## src/rtl/vga_pkg.sv

```systemverilog
// Shared 640x480@60 raster constants for all display blocks, plus the
// counter type and a window-decode helper used by the timing generator.
package vga_pkg;

    localparam int CNT_W = 10;
    typedef logic [CNT_W-1:0] cnt_t;

    localparam int VGA_H_VIS  = 640;
    localparam int VGA_H_FP   = 16;
    localparam int VGA_H_SYNC = 96;
    localparam int VGA_H_BP   = 48;
    localparam int VGA_H_TOTAL = VGA_H_VIS + VGA_H_FP + VGA_H_SYNC + VGA_H_BP;
    localparam int VGA_H_SYNC_START = VGA_H_VIS + VGA_H_FP;
    localparam int VGA_H_SYNC_END   = VGA_H_SYNC_START + VGA_H_SYNC;

    localparam int VGA_V_VIS  = 480;
    localparam int VGA_V_FP   = 10;
    localparam int VGA_V_SYNC = 2;
    localparam int VGA_V_BP   = 33;
    localparam int VGA_V_TOTAL = VGA_V_VIS + VGA_V_FP + VGA_V_SYNC + VGA_V_BP;
    localparam int VGA_V_SYNC_START = VGA_V_VIS + VGA_V_FP;
    localparam int VGA_V_SYNC_END   = VGA_V_SYNC_START + VGA_V_SYNC;

    // Half-open window test: lo <= v < hi, unsigned.
    function automatic logic in_window(cnt_t v, cnt_t lo, cnt_t hi);
        return (v >= lo) && (v < hi);
    endfunction

endpackage

```

## src/rtl/pix_ce_gen.sv

```systemverilog
// Divides CLK into a one-cycle PIX_CE pulse every CE_DIV cycles. TICK is the
// unregistered "pulse next edge" condition so the raster can move on that same edge.
module pix_ce_gen #(
    parameter int CE_DIV = 4
) (
    input  logic CLK,
    input  logic RST_N,
    output logic PIX_CE,
    output logic TICK
);

    localparam int CW = (CE_DIV > 2) ? $clog2(CE_DIV) : 1;
    localparam logic [CW-1:0] CNT_LAST = CW'(CE_DIV - 1);

    logic [CW-1:0] ce_cnt_q;
    logic          pix_ce_q;

    assign TICK   = (ce_cnt_q == CNT_LAST);
    assign PIX_CE = pix_ce_q;

    always_ff @(posedge CLK or negedge RST_N) begin
        if (!RST_N) begin
            ce_cnt_q <= '0;
            pix_ce_q <= 1'b0;
        end else begin
            ce_cnt_q <= TICK ? '0 : ce_cnt_q + 1'b1;
            pix_ce_q <= TICK;
        end
    end

endmodule

```

## src/rtl/vga_timing_gen.sv

```systemverilog
// Raster counters and sync/blank decode for VGA timing, advanced by the pixel
// enable from pix_ce_gen. Decodes are taken from next-count values so they line up with PIX_X/PIX_Y.
module vga_timing_gen
    import vga_pkg::*;
#(
    parameter int CE_DIV = 4,
    parameter int H_VIS  = VGA_H_VIS,
    parameter int H_FP   = VGA_H_FP,
    parameter int H_SYNC = VGA_H_SYNC,
    parameter int H_BP   = VGA_H_BP,
    parameter int V_VIS  = VGA_V_VIS,
    parameter int V_FP   = VGA_V_FP,
    parameter int V_SYNC = VGA_V_SYNC,
    parameter int V_BP   = VGA_V_BP
) (
    input  logic       CLK,
    input  logic       RST_N,
    output logic       PIX_CE,
    output logic       HSYNC,
    output logic       VSYNC,
    output logic       VIDEO_ON,
    output logic [9:0] PIX_X,
    output logic [9:0] PIX_Y,
    output logic       LINE_START,
    output logic       FRAME_START
);

    localparam int   H_TOTAL = H_VIS + H_FP + H_SYNC + H_BP;
    localparam int   V_TOTAL = V_VIS + V_FP + V_SYNC + V_BP;
    localparam cnt_t H_LAST  = cnt_t'(H_TOTAL - 1);
    localparam cnt_t V_LAST  = cnt_t'(V_TOTAL - 1);
    localparam cnt_t H_VIS_C = cnt_t'(H_VIS);
    localparam cnt_t V_VIS_C = cnt_t'(V_VIS);
    localparam cnt_t HS_LO   = cnt_t'(H_VIS + H_FP);
    localparam cnt_t HS_HI   = cnt_t'(H_VIS + H_FP + H_SYNC);
    localparam cnt_t VS_LO   = cnt_t'(V_VIS + V_FP);
    localparam cnt_t VS_HI   = cnt_t'(V_VIS + V_FP + V_SYNC);

    logic tick;
    cnt_t x_q, x_d, y_q, y_d;
    logic hsync_q, hsync_d, vsync_q, vsync_d, video_on_q, video_on_d;
    logic line_start_q, line_start_d, frame_start_q, frame_start_d;

    pix_ce_gen #(.CE_DIV(CE_DIV)) u_pix_ce_gen (
        .CLK    (CLK),
        .RST_N  (RST_N),
        .PIX_CE (PIX_CE),
        .TICK   (tick)
    );

    always_comb begin
        x_d = x_q;
        y_d = y_q;
        if (tick) begin
            if (x_q == H_LAST) begin
                x_d = '0;
                y_d = (y_q == V_LAST) ? '0 : y_q + 1'b1;
            end else begin
                x_d = x_q + 1'b1;
            end
        end
        hsync_d       = !in_window(x_d, HS_LO, HS_HI);
        vsync_d       = !in_window(y_d, VS_LO, VS_HI);
        video_on_d    = (x_d < H_VIS_C) && (y_d < V_VIS_C);
        line_start_d  = tick && (x_q == H_LAST);
        frame_start_d = line_start_d && (y_q == V_LAST);
    end

    // Preloading the last raster position makes the first enable land on (0,0).
    always_ff @(posedge CLK or negedge RST_N) begin
        if (!RST_N) begin
            x_q           <= H_LAST;
            y_q           <= V_LAST;
            hsync_q       <= 1'b1;
            vsync_q       <= 1'b1;
            video_on_q    <= 1'b0;
            line_start_q  <= 1'b0;
            frame_start_q <= 1'b0;
        end else begin
            x_q           <= x_d;
            y_q           <= y_d;
            hsync_q       <= hsync_d;
            vsync_q       <= vsync_d;
            video_on_q    <= video_on_d;
            line_start_q  <= line_start_d;
            frame_start_q <= frame_start_d;
        end
    end

    assign PIX_X       = x_q;
    assign PIX_Y       = y_q;
    assign HSYNC       = hsync_q;
    assign VSYNC       = vsync_q;
    assign VIDEO_ON    = video_on_q;
    assign LINE_START  = line_start_q;
    assign FRAME_START = frame_start_q;

endmodule

```

## config.mk

```make
export PLATFORM = sky130hd
export DESIGN_NAME = vga_timing_gen
export DESIGN_NICKNAME = d
export VERILOG_FILES = /design/src/rtl/vga_pkg.sv /design/src/rtl/pix_ce_gen.sv /design/src/rtl/vga_timing_gen.sv
export SDC_FILE = /design/constraint.sdc
export NUM_CORES = 1
export LEC_CHECK = 0
export BUFFER_PORTS_ARGS = -buffer_cell sky130_fd_sc_hd__buf_4
export CAP_MARGIN = 20
export CORE_UTILIZATION = 59
export DETAILED_ROUTE_END_ITERATION = 10
export PLACE_DENSITY = 0.89
export SYNTH_ARGS = -nofsm -noshare
export SYNTH_HDL_FRONTEND = slang
export SYNTH_SLANG_ARGS = --single-unit
```

## constraint.sdc

```tcl
create_clock -name CLK -period 5.9 [get_ports CLK]
set_clock_uncertainty 0.05 [all_clocks]
set_input_delay 1.475 -clock CLK [delete_from_list [all_inputs] [get_ports CLK]]
set_output_delay 1.475 -clock CLK [all_outputs]
set_load 0.005 [all_outputs]
```

==> flow_metrics.env <==
export IMPL_start_kind="flop"
export IMPL_synth_top_flop_cell="dfrtp_1"
export IMPL_seq_area_um2=716
export IMPL_synthTopCellsByArea="dfrtp_1 (26%), dfstp_2 (20%), xnor2_1 (4.5%)"
export IMPL_rsz0062_at_grt="false"
export IMPL_synth_top_area_share=0.258
export IMPL_grt_max_degree=29
export IMPL_synthAdderAreaFrac=0.0323
export IMPL_critPathMaxFanout=14
export IMPL_overflow=0
export IMPL_yosys_warnings=0
export IMPL_synth_avg_cell_area_um2=9.51
export IMPL_synth_edff_count=0
export IMPL_post_route_drc_count=0
export IMPL_hold_buffers=0
export IMPL_cts_htree_levels=1
export IMPL_die_x_um=53.3
export IMPL_power_density_mw_per_mm2=181
export IMPL_pwr_share_clk=0.393
export IMPL_layout_drive_gt1_share=0.259
export IMPL_postCtsSetupBuffers=0
export IMPL_postLayoutCoreUtil=0.722
export IMPL_cts_inserted_buffers=3
export IMPL_p_leak_nw=0.764
export IMPL_clk_latency_ps=340
export IMPL_first_pass_iters=5
export IMPL_min_path_type="reg -> reg"
export IMPL_whs_endpoint="u_pix_ce_gen.ce_cnt_q[0]"
export IMPL_setup_violations_final=0
export IMPL_timing_rr_start="PIX_X[0]"
export IMPL_gp_congestion=0.929
export IMPL_setup_tns_ps=0
export IMPL_synth_largest_area_cell="dfrtp_1"
export IMPL_max_freq_ghz=0.339
export IMPL_grtUsageTotal=0.272
export IMPL_clock_sinks=28
export IMPL_grt_pass1_vias=1178
export IMPL_drt_initial_drc_count=84
export IMPL_vias=1344
export IMPL_p_switching_mw=0.0619
export IMPL_outcome="completed"
export IMPL_viasPerCell=6.25
export IMPL_crit_path_cell_trace="ha_1 -> nand4_1 -> or3_1 -> inv_2 -> nand4_1 -> a2111oi_0 -> nand4b_1"
export IMPL_hold_start="u_pix_ce_gen.ce_cnt_q[0]"
export IMPL_cts_resized=0
export IMPL_start_util=0.626
export IMPL_ff2ff_setup_slack_ps=2950
export IMPL_cts_tree="done"
export IMPL_sw_frac_of_total=0.191
export IMPL_crit_required_ps=6120
export IMPL_hold_depth=1
export IMPL_rr_endpoint="VSYNC"
export IMPL_timing_final_max_slew_violations=0
export IMPL_syn_to_final_growth_pct=15.4
export IMPL_synth_fp_nets=169
export IMPL_async_flop_share=1.00
export IMPL_synth_cells=163
export IMPL_end_kind="flop"
export IMPL_fillCellCount=178
export IMPL_synth_compound_area_frac=0.114
export IMPL_final_nets=192
export IMPL_period_share=0.501
export IMPL_critPathMostFrequentCell="nand4_1"
export IMPL_cts_buffer_depth=2
export IMPL_netlist_top_cells_count="dfrtp_1 (16), nand2_1 (15), inv_1 (13)"
export IMPL_relSlewSlack=0.576
export IMPL_antenna_found_initial=0
export IMPL_portBuffers=27
export IMPL_die_area_mm2=0.00284
export IMPL_clkTransAtPathRegs_ps=150
export IMPL_rows=18
export IMPL_routed_wl_um=3390
export IMPL_period_minus_slack_ps=2950
export IMPL_ir_drop_mv=0.194
export IMPL_diodes=0
export IMPL_yosysSeqAreaShare=0.462
export IMPL_critPathSlowestCell="or3_1"
export IMPL_ys_ff_latch=28
export IMPL_hpwl_um=2400
export IMPL_synthMuxAreaShare=0.0266
export IMPL_die_h_um=53.3
export IMPL_max_stage_delay_ps=660
export IMPL_multi_input_area_um2=728
export IMPL_worstPathArrival_ps=3170
export IMPL_p_int_mw=0.262
export IMPL_yosysMostFrequentCell="dfrtp_1"
export IMPL_synth_top_family_by_area="simple AND/OR/NAND/NOR gates"
export IMPL_pwr_share_seq=0.595
export IMPL_criticalPathCategory="reg -> reg"
export IMPL_postRouteAntennaNets=0
export IMPL_grt_first_pass_wirelength_um=5460
export IMPL_post_drt_wl_per_cell_um=15.8
export IMPL_p_comb_frac=0.012
export IMPL_tightest_slew_ps=628
export IMPL_synth_xor_xnor_area_share=0.0452
export IMPL_cp_startpoint="PIX_X[0]"
export IMPL_syn_area_mm2=0.00155
export IMPL_root_buffer="clkbuf_4"
export IMPL_rr_worst_depth=7
export IMPL_synth_distinct_cells=47
export IMPL_yosys_area_share_simple=0.252
export IMPL_hold_violations=0
export IMPL_maxCapViolations=0
export IMPL_io_pins=28
export IMPL_coreArea_mm2=0.00248
area by class of cell:
cell class              instances  area share
clock inverters                 1      0.0168
repair buffers                 27       0.113
well taps                      30      0.0210
multi-input cells             112       0.407
clock buffers                   3      0.0126
inverters                      14      0.0294
flip-flops and latches         28       0.400
metal layers:
layer / GRT usage / part of all wire
met5: 0 / 0
met4: 0.127 / 0.020
met3: 0.0345 / 0.075
met2: 0.417 / 0.47
met1: 0.378 / 0.43
worst max path at each step:
stage          endpoint  slack (ps)
3_3_place_gp      VSYNC        3190
4_1_cts           VSYNC        3020
5_1_grt           VSYNC        2760
2_1_floorplan     VSYNC        3360
3_5_place_dp      VSYNC        3050
6_report          VSYNC        2950
registers in the layout, indices dropped and copies added (netlist names):
signal                 flops
FRAME_START                1
HSYNC                      1
LINE_START                 1
PIX_X                     10
PIX_Y                     10
VIDEO_ON                   1
VSYNC                      1
u_pix_ce_gen.PIX_CE        1
u_pix_ce_gen.ce_cnt_q      2
cell usage in the layout, fill, tap and decap left out, types with 3 or more instances in the layout:
cell type  synthesis  final
inv_1             13     13
and4_1             3      3
dfrtp_1           16     16
nand4_1            7      7
a21oi_1            4      4
o31ai_1            3      3
nand2_1           15     15
ha_1               4      4
nor2_1            10     10
nand3_1           12     12
clkbuf_4           0      3
dfstp_2           12     12
o21ai_0            5      5
mux2i_1            3      3
xnor2_1            8      8
buf_4              1     27
nor4_1             4      4
kinds of logic after synthesis:
group | after synthesis
compound gates | 26
xor+xnor | 8
fa+ha+maj | 4
buf+inv | 23
flops | 28
mux | 4
simple gates | 70
worst max-delay path: cells and delay by family, from the launching register on:
kind	cells	cell delay (ps)
AND/OR/NAND/NOR	4	1330
flip-flops	1	590
AO/OA/AOI/OAI	1	450
buffers and inverters	1	250
adder cells (fa/ha/maj)	1	210
per-stage QoR:
step                instances  cell area (µm²)  power, mW  hold slack (ps)  setup WS, ps
global route              215             1790      0.335              417          2760
global placement          211             1740      0.200              364          3190
finish                    215             1790      0.324              393          2950
detailed placement        211             1740      0.200              376          3050
CTS                       215             1790      0.326              395          3020
floorplan                 163             1550      0.196              353          3360
power by group through the flow:
| stage | sequential [mW] | clock (mW) | combinational, mW |
|---|---|---|---|
| 2_1_floorplan | 0.196 | 0 | 0.000000282 |
| 3_3_place_gp | 0.196 | 0 | 0.00411 |
| 3_5_place_dp | 0.196 | 0 | 0.00426 |
| 4_1_cts | 0.192 | 0.130 | 0.00422 |
| 5_1_grt | 0.193 | 0.138 | 0.00479 |
| 6_report | 0.192 | 0.127 | 0.00389 |
Note: power is estimated with default switching activity, not from simulation.
